$ cat config.mk
export PLATFORM = sky130hd
export DESIGN_NAME = pin_io_stage
export DESIGN_NICKNAME = d
export VERILOG_FILES = /design/src/rtl/pin_io_stage.sv
export SDC_FILE = /design/constraint.sdc
export NUM_CORES = 1
export LEC_CHECK = 0
export CAP_MARGIN = 40
export CORE_UTILIZATION = 30
export CTS_CLUSTER_SIZE = 25
export DETAILED_ROUTE_END_ITERATION = 8
export PLACE_DENSITY = 0.56
export SYNTH_ARGS = -nofsm -noshare
export SYNTH_HDL_FRONTEND = slang
export SYNTH_SLANG_ARGS = --single-unit
$ cat constraint.sdc
create_clock -name clk_cog -period 1 [get_ports clk_cog]
set_clock_uncertainty 0.05 [all_clocks]
set_input_delay 0.1 -clock clk_cog [delete_from_list [all_inputs] [get_ports clk_cog]]
set_output_delay 0.1 -clock clk_cog [all_outputs]
set_load 0.02 [all_outputs]
$ cat src/rtl/pin_io_stage.sv
// Pad-side I/O stage: input synchroniser, per-pin deglitch filter, edge flags, registered pad outputs.
// Optional filter counters are built only when PIN_IO_FILTER_EN is defined.
module pin_io_stage #(
  parameter int unsigned PINS        = 32,
  parameter int unsigned SYNC_STAGES = 2,
  parameter int unsigned FILT_BITS   = 4
) (
  input  logic                 clk_cog,
  input  logic                 nres,
  input  logic [PINS-1:0]      pad_in,
  input  logic [FILT_BITS-1:0] filt_len,
  output logic [PINS-1:0]      pin_in,
  output logic [PINS-1:0]      edge_rise,
  output logic [PINS-1:0]      edge_fall,
  input  logic [PINS-1:0]      pin_out,
  input  logic [PINS-1:0]      pin_dir,
  output logic [PINS-1:0]      pad_out,
  output logic [PINS-1:0]      pad_oe
);

  logic [PINS-1:0] r_sync [SYNC_STAGES];
  logic [PINS-1:0] r_pin_in;
  logic [PINS-1:0] r_rise;
  logic [PINS-1:0] r_fall;
  logic [PINS-1:0] r_pad_out;
  logic [PINS-1:0] r_pad_oe;
  logic [PINS-1:0] w_s;
  logic [PINS-1:0] w_pin_next;

  always_ff @(posedge clk_cog or negedge nres) begin
    if (!nres) begin
      for (int unsigned k = 0; k < SYNC_STAGES; k++) r_sync[k] <= '0;
    end else begin
      r_sync[0] <= pad_in;
      for (int unsigned k = 1; k < SYNC_STAGES; k++) r_sync[k] <= r_sync[k-1];
    end
  end

  assign w_s = r_sync[SYNC_STAGES-1];

`ifdef PIN_IO_FILTER_EN
  logic [FILT_BITS-1:0] r_cnt      [PINS];
  logic [FILT_BITS-1:0] w_cnt_next [PINS];
  logic [FILT_BITS:0]   w_inc      [PINS];

  // Compare is one bit wider so cnt+1 can never alias to zero.
  always_comb begin
    w_pin_next = r_pin_in;
    for (int unsigned i = 0; i < PINS; i++) begin
      w_cnt_next[i] = '0;
      w_inc[i]      = {1'b0, r_cnt[i]} + {{FILT_BITS{1'b0}}, 1'b1};
      if (w_s[i] != r_pin_in[i]) begin
        if (w_inc[i] >= {1'b0, filt_len}) w_pin_next[i] = w_s[i];
        else                              w_cnt_next[i] = w_inc[i][FILT_BITS-1:0];
      end
    end
  end

  always_ff @(posedge clk_cog or negedge nres) begin
    if (!nres) begin
      for (int unsigned i = 0; i < PINS; i++) r_cnt[i] <= '0;
    end else begin
      for (int unsigned i = 0; i < PINS; i++) r_cnt[i] <= w_cnt_next[i];
    end
  end
`else
  logic w_unused_filt_len;
  assign w_unused_filt_len = ^filt_len;
  assign w_pin_next        = w_s;
`endif

  always_ff @(posedge clk_cog or negedge nres) begin
    if (!nres) begin
      r_pin_in  <= '0;
      r_rise    <= '0;
      r_fall    <= '0;
      r_pad_out <= '0;
      r_pad_oe  <= '0;
    end else begin
      r_pin_in  <= w_pin_next;
      r_rise    <= w_pin_next & ~r_pin_in;
      r_fall    <= ~w_pin_next & r_pin_in;
      r_pad_out <= pin_out;
      r_pad_oe  <= pin_dir;
    end
  end

  assign pin_in    = r_pin_in;
  assign edge_rise = r_rise;
  assign edge_fall = r_fall;
  assign pad_out   = r_pad_out;
  assign pad_oe    = r_pad_oe;

endmodule

==> out/summary.txt <==
critical path's top delay family: flip-flops
max-cap viol count: 0
Placer Congestion: 0.715
H-Tree Depth: 1
sw power: 4.47 mW
Worst-path clk slew: 0.06 ns
Peak Freq: 0.837 GHz
RSZ-0062 raised after global routing: yes
wire length per cell: 14.2 um
DRC: 0
worst path cell trace: buf_6
crit path max-delay cell type: dfrtp_1
Slew HR: 0.783
internal power: 16.3 mW
crit-path max FO: 3
Ports: 262
Die ar.: 0.0211 sq mm
Die Width: 145 um
syn avg cell area: 21.4 sq um
Pwr Total: 20.8 mW
yosys warns: 0
worst skew pair latency: 0.50 ns
Syn-to-layout area delta: 84.7%
Final #Nets: 809
n_diodes: 0
largest area contributor in the netlist: dfrtp_1
gr usage total: 0.138
routed wire length: 14100 um
CTS sink count: 224
fin crit period: 1.20 ns
CTS Root Cell: clkbuf_16
Clk pwr share: 0.416
CP Data Required Time: 0.85 ns
clock tree buffer depth: 3
GRT Residual Overflow: 0
Lkg Pwr: 5.37 nW
Tightest Pin Transition: 0.325 ns
initial drt markers: 48
core area: 0.0202 sq mm
crit-path max cell delay: 0.40 ns
worst path bufs/invs: 1
critical path data arrival time: 1.05 ns
most common cell after layout, fill and taps aside: dfrtp_1
status: complete, but fails checks
initial antenna violation count: 1
Cells after Synth: 288
clock tree from TritonCTS: done
FP Rows: 52
Flop pwr share: 0.470
Post-Syn Nets: 390
Post-DP HPWL: 9130 um
vias in the first global route: 4366
port bufs: 257
die span in y: 145 um
fin. max-slew vios: 0
combinational fraction of design power: 0.114
setup violators final: 160
DR vias: 3797
number of CTS-inserted buffers: 24
Worst Slack Setup Final: -0.195 ns
global-route wire length before repair: 23000 um
Starting Density: 0.306
Startpoint Class: flop
Routed Antenna Nets: 0
largest net degree at the start of global routing: 36
HP Class: in -> reg
Mapped Area: 0.00617 sq mm
CP Class: reg -> out
peak supply drop: 1.26 mV
power per cell area: 1830 mW/mm^2
Synth top area share: 0.909
failing checks: setup timing
post-synth cell types: 2
share of layout cells above drive strength 1: 0.423
largest cells by area after synthesis: dfrtp_1 (91%), and2b_2 (9.1%)
Yosys reg bits: 224
Total Negative Setup Slacks: -24.98 ns
critical path capture point type: output pin
register area share after synthesis: 0.909
vias per inst: 3.83
period utilisation layout: 1.20
most frequent cells in the layout: dfrtp_1 (224), buf_6 (162), clkdlybuf4s50_1 (96)
Final Hold Vio Count: 0
switch share: 0.215
DRT Pass-1 Iters: 3
==> registers in the layout, indices dropped and copies added (netlist names) <==
register,cells
pad_oe,32
w_pin_next,32
r_sync,32
edge_fall,32
pin_in,32
edge_rise,32
pad_out,32
==> cells in the mapped netlist <==
library cell / count
and2b_2: 64
dfrtp_1: 224
==> logic make-up (layout without fill, tap and decap cells) <==
kind of cell | count (synthesis) | count (layout) | share of synthesized area
buffers and inverters | 0 | 433 | 0
AND/OR/NAND/NOR | 64 | 64 | 0.0909
flip-flops | 224 | 224 | 0.909
==> metrics by stage <==
stage               hold slack (ns)  std cells  worst slack, ns  utilization  instance area, sq um
floorplan                    -0.246        288            0.166            -                  6170
global placement            -0.0425        846           -0.114        0.465                  9370
detailed placement          -0.0389        846           -0.136        0.465                  9370
CTS                         0.00196        989           -0.220        0.563                 11400
global route                 0.0158        991           -0.243        0.565                 11400
finish                       0.0232        991           -0.195        0.565                 11400
==> power groups by stage <==
stage / registers [mW] / logic (mW) / clock network, mW
2_1_floorplan: 10.3 / 0.132 / 0
3_3_place_gp: 9.85 / 1.96 / 0
3_5_place_dp: 9.87 / 1.98 / 0
4_1_cts: 9.78 / 2.38 / 8.95
5_1_grt: 9.82 / 2.51 / 9.33
6_report: 9.77 / 2.36 / 8.66
==> path summary, 6_finish.rpt <==
| check | startpoint | endpoint | slack [ns] | cells after the start |
|---|---|---|---|---|
| worst max-delay path | pin_in[8]$_DFF_PN0_ | pin_in[8] | -0.20 | 1 |
| worst min-delay path | pin_dir[12] | pad_oe[12]$_DFF_PN0_ | 0.02 | 1 |
| worst max register to register | pin_in[23]$_DFF_PN0_ | edge_fall[23]$_DFF_PN0_ | 0.01 | 3 |
| worst min register to register | r_sync[55]$_DFF_PN0_ | w_pin_next[23]$_DFF_PN0_ | 0.29 | 0 |
| max in group asynchronous | nres | r_sync[43]$_DFF_PN0_ | 0.39 | 3 |
| min in group asynchronous | nres | edge_rise[21]$_DFF_PN0_ | 0.03 | 2 |
==> repair_timing <==
| action | in CTS | in global routing |
|---|---|---|
| resized for setup | 956 | 2 |
| hold endpoints to repair | 313 | 1 |
| cloned | 0 | 0 |
| setup buffers | 13 | 5 |
| endpoints found under the setup margin | 160 | 164 |
| hold buffers | 90 | 1 |
==> area by class of cell <==
class | instances | area [sq um]
Timing Repair Buffer | 393 | 4100
Clock buffer | 38 | 754
Sequential cell | 224 | 5610
Tap cell | 270 | 338
Fill cell | 1525 | 8780
Multi-Input combinational cell | 64 | 561
Clock inverter | 2 | 35.0
==> per-layer routing <==
| layer | GRT usage | routed length, um | up-vias |
|---|---|---|---|
| li1 | - | - | 1727 |
| met1 | 0.159 | 5240 | 1857 |
| met2 | 0.236 | 7190 | 180 |
| met3 | 0.0508 | 1320 | 31 |
| met4 | 0.0495 | 344 | 2 |
| met5 | 0 | 13 | - |
==> worst reg2reg max path, cell delays in order, from the launching register on <==
cell and delay [ns]:
dfrtp_1 0.39, buf_4 0.14, buf_4 0.12, and2b_2 0.18
No activity file was read; power rests on OpenSTA's default activity.
